===== src/rtl/ttt_game_ctrl.sv =====
// ttt_game_ctrl: turn sequencer and move arbiter for the tic-tac-toe board.
// It accepts one move per rising edge of move_btn from the player to move.
// It rejects illegal moves, keeps the X/O occupancy planes, and detects a
// win or a draw.
// Optional feature: define TURN_TIMEOUT_EN to enable the per-turn timeout.
// With the feature enabled, a turn that runs TIMEOUT_CYCLES cycles passes to
// the other player.
module ttt_game_ctrl #(
    parameter int FIRST_PLAYER   = 0,
    parameter int TIMEOUT_CYCLES = 1000
) (
    input  logic       clk,
    input  logic       reset,
    input  logic       move_btn,
    input  logic [3:0] cell_sel,
    input  logic       new_game,
    output logic [8:0] board_x,
    output logic [8:0] board_o,
    output logic       turn,
    output logic       game_active,
    output logic       win_x,
    output logic       win_o,
    output logic       draw,
    output logic       illegal,
    output logic       timeout
);

    typedef enum logic [1:0] {PLAY, CHECK, DONE} state_t;

    localparam logic FIRST_TURN = (FIRST_PLAYER != 0);

    if (TIMEOUT_CYCLES < 2 || TIMEOUT_CYCLES > 65535) begin : g_timeout_range
        $error("TIMEOUT_CYCLES must be in 2..65535");
    end

    state_t     state;
    logic       btn_q;
    logic       btn_edge;
    logic       move_ok;
    logic [8:0] sel_mask;
    logic [8:0] occupied;
    logic [8:0] mover_plane;

`ifdef TURN_TIMEOUT_EN
    localparam logic [15:0] CNT_LAST = 16'(TIMEOUT_CYCLES - 1);
    logic [15:0] turn_cnt;
`endif

    // True when any of the eight winning lines is fully occupied in plane p.
    function automatic logic has_line(input logic [8:0] p);
        return (p[0] & p[1] & p[2]) | (p[3] & p[4] & p[5]) | (p[6] & p[7] & p[8]) |
               (p[0] & p[3] & p[6]) | (p[1] & p[4] & p[7]) | (p[2] & p[5] & p[8]) |
               (p[0] & p[4] & p[8]) | (p[2] & p[4] & p[6]);
    endfunction

    // Decode the button edge and whether the selected cell may take a move.
    always_comb begin
        btn_edge    = move_btn & ~btn_q;
        sel_mask    = 9'd0;
        if (cell_sel <= 4'd8) begin
            sel_mask = 9'd1 << cell_sel;
        end
        occupied    = board_x | board_o;
        move_ok     = btn_edge && (sel_mask != 9'd0) && ((sel_mask & occupied) == 9'd0);
        mover_plane = turn ? board_o : board_x;
    end

    // Game state machine; all outputs are registered here.
    always_ff @(posedge clk) begin
        // Reset drops the remembered button level; new_game keeps tracking it,
        // so a move edge coinciding with new_game is consumed and discarded.
        btn_q   <= reset ? 1'b0 : move_btn;
        illegal <= 1'b0;
`ifdef TURN_TIMEOUT_EN
        timeout <= 1'b0;
`endif
        if (reset || new_game) begin
            state       <= PLAY;
            board_x     <= 9'd0;
            board_o     <= 9'd0;
            turn        <= FIRST_TURN;
            game_active <= 1'b1;
            win_x       <= 1'b0;
            win_o       <= 1'b0;
            draw        <= 1'b0;
`ifdef TURN_TIMEOUT_EN
            turn_cnt    <= 16'd0;
`endif
        end else begin
            case (state)
                PLAY: begin
                    if (move_ok) begin
                        if (turn) begin
                            board_o <= board_o | sel_mask;
                        end else begin
                            board_x <= board_x | sel_mask;
                        end
                        state       <= CHECK;
                        game_active <= 1'b0;
                    end else begin
                        if (btn_edge) begin
                            illegal <= 1'b1;
                        end
`ifdef TURN_TIMEOUT_EN
                        // An illegal edge does not restart the turn timer.
                        if (turn_cnt == CNT_LAST) begin
                            timeout  <= 1'b1;
                            turn     <= ~turn;
                            turn_cnt <= 16'd0;
                        end else begin
                            turn_cnt <= turn_cnt + 16'd1;
                        end
`endif
                    end
                end
                CHECK: begin
                    if (has_line(mover_plane)) begin
                        if (turn) begin
                            win_o <= 1'b1;
                        end else begin
                            win_x <= 1'b1;
                        end
                        state <= DONE;
                    end else if (occupied == 9'h1FF) begin
                        draw  <= 1'b1;
                        state <= DONE;
                    end else begin
                        turn        <= ~turn;
                        state       <= PLAY;
                        game_active <= 1'b1;
`ifdef TURN_TIMEOUT_EN
                        turn_cnt    <= 16'd0;
`endif
                    end
                end
                default: begin
                    // DONE: hold everything until new_game or reset.
                end
            endcase
        end
    end

`ifndef TURN_TIMEOUT_EN
    assign timeout = 1'b0;
`endif

endmodule


===== config.mk =====
export PLATFORM = sky130hd
export DESIGN_NAME = ttt_game_ctrl
export DESIGN_NICKNAME = d
export VERILOG_FILES = /design/src/rtl/ttt_game_ctrl.sv
export SDC_FILE = /design/constraint.sdc
export NUM_CORES = 1
export LEC_CHECK = 0
export BUFFER_PORTS_ARGS = -buffer_cell sky130_fd_sc_hd__buf_2
export CAP_MARGIN = 30
export CORE_MARGIN = 1.5
export CORE_UTILIZATION = 40
export CTS_CLUSTER_SIZE = 14
export DETAILED_ROUTE_END_ITERATION = 10
export GPL_TIMING_DRIVEN = 1
export SKIP_CTS_REPAIR_TIMING = 1
export SYNTH_ARGS = -nofsm -noshare
export SYNTH_HDL_FRONTEND = slang
export SYNTH_SLANG_ARGS = --single-unit

===== constraint.sdc =====
create_clock -name clk -period 1.8 [get_ports clk]
set_clock_uncertainty 0.05 [all_clocks]
set_input_delay 0.27 -clock clk [delete_from_list [all_inputs] [get_ports clk]]
set_output_delay 0.27 -clock clk [all_outputs]
set_load 0.01 [all_outputs]

==> After elaboration in Yosys (flattened, before gate mapping) <==
Cells that the tools add are included.
{ "op_classes": {"add_sub_neg": 0, "bitwise_logic": 33, "reduce_logical": 16, "n_lt_le_gt_ge": 1, "n_mul": 0, "n_mux": 11, "n_shift": 1, "eq_ne": 5, "n_div": 0} }
{ "ops": {"columns": ["cell", "n"], "rows": [
  ["$or 9x9->9", 3],
  ["$mux 9", 2],
  ["$reduce_and 3->1", 6],
  ["$and 1x1->1", 17],
  ["$and 9x9->9", 1],
  ["$eq 9x9->1 const B", 1],
  ["$logic_not 9->1", 1],
  ["$reduce_bool 9->1", 1],
  ["$shl 1x4->9 const A", 1],
  ["$or 1x1->1", 7],
  ["$mux 2", 3],
  ["$ne 2x2->1 const B", 3],
  ["$not 1->1", 5],
  ["$le 4x4->1 const B", 1],
  ["$mux 1", 4],
  ["$pmux 2 s2", 1],
  ["$reduce_and 4->1", 1],
  ["$reduce_or 3->1", 1],
  ["$eq 2x1->1 const B", 1],
  ["$logic_and 1x1->1", 2],
  ["$logic_not 2->1", 1],
  ["$pmux 1 s2", 1],
  ["$reduce_and 2->1", 1],
  ["$reduce_bool 2->1", 1],
  ["$logic_or 1x1->1", 1]
]} }
{ "totals": {"rom_bits": 0, "regBits": 27, "elab_cells": 77, "latch_bits": 0, "mem_bits_rw": 0, "n_memories": 0, "in_bits": 8, "output_inout_bits": 25} }

==> Longest topological paths before layout <==
{ "logic_depth": {"ltp_word": 12, "mapped_depth": 6, "mapped_depth_nobuf": 5} }

==> Least setup slack after synthesis <==
Ideal clock, no wire load.
{ "synth_path": {"path_kind": "flip-flop to flip-flop", "startpoint": "register board_o[8]", "endpoint": "register game_active", "period_less_slack_ns": 1.666, "path_buffers": 0, "arrival_time_ns": 1.478, "slack_ns": 0.134, "stages_incl_launch_ff": 6, "cell_sequence": "dfxtp_1 nor2_1 nand2_2 a2111oi_4 a41o_1 nand3_1"} }
{ "synth_via": {"elab_chain_cells": 10, "elab_cells_between_ends": 19, "classes_between": "eq/ne (4); mux (1); bitwise (11); reduce/logical (3)"} }
{ "synth_lines": {"columns": ["element", "line_no", "text"], "rows": [
  ["from (decl)", "18", "output logic [8:0] board_o,"],
  ["from (signal assigned)", "94", "board_o <= board_o | sel_mask;"],
  ["$mux 9", "65", "mover_plane = turn ? board_o : board_x;"],
  ["$and 1x1->1", "51", "return (p[0] & p[1] & p[2]) | (p[3] & p[4] & p[5]) | (p[6] & p[7] & p[8]) |"],
  ["$or 1x1->1 (2 in a row)", "51", null],
  ["$or 1x1->1 (3 in a row)", "52", "(p[0] & p[3] & p[6]) | (p[1] & p[4] & p[7]) | (p[2] & p[5] & p[8]) |"],
  ["$or 1x1->1", "53", "(p[0] & p[4] & p[8]) | (p[2] & p[4] & p[6]);"],
  ["$ne 2x2->1 (no line)", null, null],
  ["$reduce_and 4->1 (no line) (*)", null, null],
  ["to (signal assigned)", "82", "game_active <= 1'b1;"],
  ["to (signal assigned)", "99", "game_active <= 1'b0;"],
  ["to (signal assigned)", "130", "game_active <= 1'b1;"],
  ["to (decl)", "20", "output logic game_active,"]
]} }
Every way passes the cells marked *; elsewhere a longest branch is shown, timed or not.
A chain may end at the register's enable or synchronous reset.

==> Worst setup path in the final report <==
{ "layout_path": {"startpoint": "register board_o[8]", "endpoint": "register board_x[5]"} }
{ "layout_via": {"elab_chain_cells": 5} }
{ "layout_lines": {"columns": ["element", "line_no", "text"], "rows": [
  ["$or 9x9->9", "63", "occupied = board_x | board_o;"],
  ["$and 9x9->9", "64", "move_ok = btn_edge && (sel_mask != 9'd0) && ((sel_mask & occupied) == 9'd0);"],
  ["$logic_not 9->1", "64", null],
  ["$logic_and 1x1->1", "64", null],
  ["$reduce_and 3->1 (no line)", null, null],
  ["to (signal assigned)", "96", "board_x <= board_x | sel_mask;"],
  ["to (decl)", "17", "output logic [8:0] board_x,"]
]} }
No other way between the ends.

==> results.md <==
* H-tree depth at 1
* # IOs at 33
* Final setup viols at 0
* HPWL Detailed at approximately 2.7 mm
* Synth Warn # at 0
* WHS at 51.9 ps
* Via count at between 1000 and 1500
* CTS sink cnt at 27
* Routed len/inst at about 15 um
* Reg2reg start: board_o[8]
* Post-synth top area share at between 40% and 50%
* Final Cycle Share at 95.1%
* Clock period minus worst slack at between 1500 and 2000 ps
* Antenna violations before repair at 0
* P_leak at 0.601 nW
* Final Routed Wirelength at about 3.7 mm
* DRC at 0
* Gr ovfl total at 0
* Crit path launch: board_o[8]
* Fraction of layout cells with a size suffix above 1 at a little under a third
* Post-placement cell count at about 230
* Min-Delay Startpoint: reset
* Routability cong. at between 0.8 and 0.9
* Layout area overhead at 20.3%
* Final instance area at ~0.0016 mm^2
* Setup CP Type: reg2reg
* Post-Synthesis Cells at around 160
* Largest net degree at the start of global routing at 20
* Slew Viols, Final at 0
* Max_cap viols at 0
* Critical Path RT at about 2000 ps
* Worst-path fanout max at 8
* Post-Layout Cell Count at between 200 and 250
* 1st-iter DRT viols at 80
* CTS max path bufs at 2
* Syn Area/Cell at 8.56 um^2
* Area contributors post-synth: dfxtp_1 40%, nand2_1 7.5%, o21ai_1 4.8%
* Final hold vios at 0
* Commonest register cell after synthesis: dfxtp_1
* Mapped Nets at approximately 170
* Most frequent cells in the layout: 31 x buf_2, 27 x nand2_1, 21 x dfxtp_1
* GRT Total Usage at between 20% and 30%
* Synthesized area at roughly 0.0013 mm^2
* Count of flip-flops with a built-in enable after synthesis at 0
* CTS clk-pin slew, worst paths at roughly 160 ps
* CTS Root Cell: clkbuf_4
* VDD IR-drop max at roughly 0.34 mV
* Clock latency at the later pin of the worst-skew pair at around 330 ps
* Synth area leader: dfxtp_1
* Via-per-instance ratio at approximately 5.6
* Die Wd at 61.0 um
* First-pass GRT wire length at about 5.8 mm
* Initial cell density of the core at a little over two fifths
* Post-placement cell area at around 0.0016 mm^2
* CTS tree: yes
* Post-DRT Antenna Nets at 0
* Row count at 20
* DR pass1 iterations at 5
* CP endpoint kind: register
* Final nets at between 200 and 250
* Most common cell after layout, fill and taps aside: buf_2
* Yosys reg bits at 27
* Netlist cell types at 44
* Core area at 0.00313 mm^2
* Fillers at about 320
* CP Launch Type: register
* Max Clk Rate at around 580 MHz
* Pre-CTS setup slack at approximately 16 ps
* Status: finished clean
* Worst hold path class: in2reg
* Die height at just over 60 um
* Diode count at 0
* Pwr per Cell Area at 604 mW/mm^2
* Pwr Total at roughly 0.98 mW
* IO Port Bufs at 31
* CTS Buf Count at 3
* Sequential area share after synthesis at about two fifths
* Ys async rst share at 0%
* Vias in the first global route at 1215
* Worst Path Arrival at about 1900 ps
* Fin worst setup slack at roughly 90 ps
* Die area at 0.00372 mm^2
-- where the power goes --
| part | leakage (nW) | switching, mW | internal, mW |
|---|---|---|---|
| combinational | 0.366 | 0.0609 | 0.0369 |
| sequential | 0.221 | 0.00309 | 0.602 |
| clock | 0.0139 | 0.188 | 0.0850 |
| total | 0.601 | 0.252 | 0.724 |
-- worst max-delay path, cell delays in order, from the launching register on --
cell       delay [ps]
dfxtp_1           390
nor2_2            170
nand2_2            90
a2111oi_4         340
buf_4             220
nand4b_4          190
o21ai_1           180
-- sequential cells by signal, indices dropped and copies added (netlist names) --
| signal | count |
|---|---|
| board_o | 9 |
| board_x | 9 |
| state | 2 |
| btn_q | 1 |
| draw | 1 |
| game_active | 1 |
| illegal | 1 |
| turn | 1 |
| win_o | 1 |
| win_x | 1 |
-- final cells by class --
| cell class | count | area, um^2 | share of cell area (%) |
|---|---|---|---|
| multi-input cells | 117 | 742 | 45.9 |
| flip-flops and latches | 27 | 548 | 33.9 |
| repair buffers | 39 | 215 | 13.3 |
| well taps | 44 | 55.1 | 3.41 |
| inverters | 7 | 26.3 | 1.63 |
| clock buffers | 3 | 22.5 | 1.39 |
| clock inverters | 1 | 7.51 | 0.464 |
-- final timing paths --
kind / to / slack (ps) / cells after the start
max: board_x[5] / 90 / 6
min: btn_q / 50 / 2
max reg2reg: board_x[5] / 90 / 6
min reg2reg: win_x / 430 / 1
-- synthesized netlist by cell type, types with 3 or more instances --
cell type  number
dfxtp_1        27
o32ai_1         4
nor3b_1         3
nand2_1        27
nand3_1         3
inv_1           7
a21oi_1         4
o21ai_1        13
nor3_1          5
o22ai_1         5
o21a_1          4
nor2_1         10
a22oi_1         8
-- logic make-up after synthesis --
family	after synthesis	synth area share, %
simple gates	68	28.5
compound gates	47	25.0
flops	27	40.2
buf+inv	13	5.31
mux	1	0.745
other cells	1	0.279
-- stage by stage --
stage          utilization [%]  setup TNS [ps]
2_1_floorplan                -               0
3_3_place_gp              50.2               0
3_5_place_dp              50.2               0
4_1_cts                   51.1               0
5_1_grt                   51.7           -13.8
6_report                  51.7               0
-- metal layers --
| layer | track usage, % | share of wire [%] |
|---|---|---|
| met3 | 2.77 | 6.2 |
| met2 | 32.6 | 45 |
| met5 | 0 | 0 |
| met4 | 7.76 | 0.63 |
| met1 | 30.7 | 48 |
No activity file was read; power rests on OpenSTA's default activity.
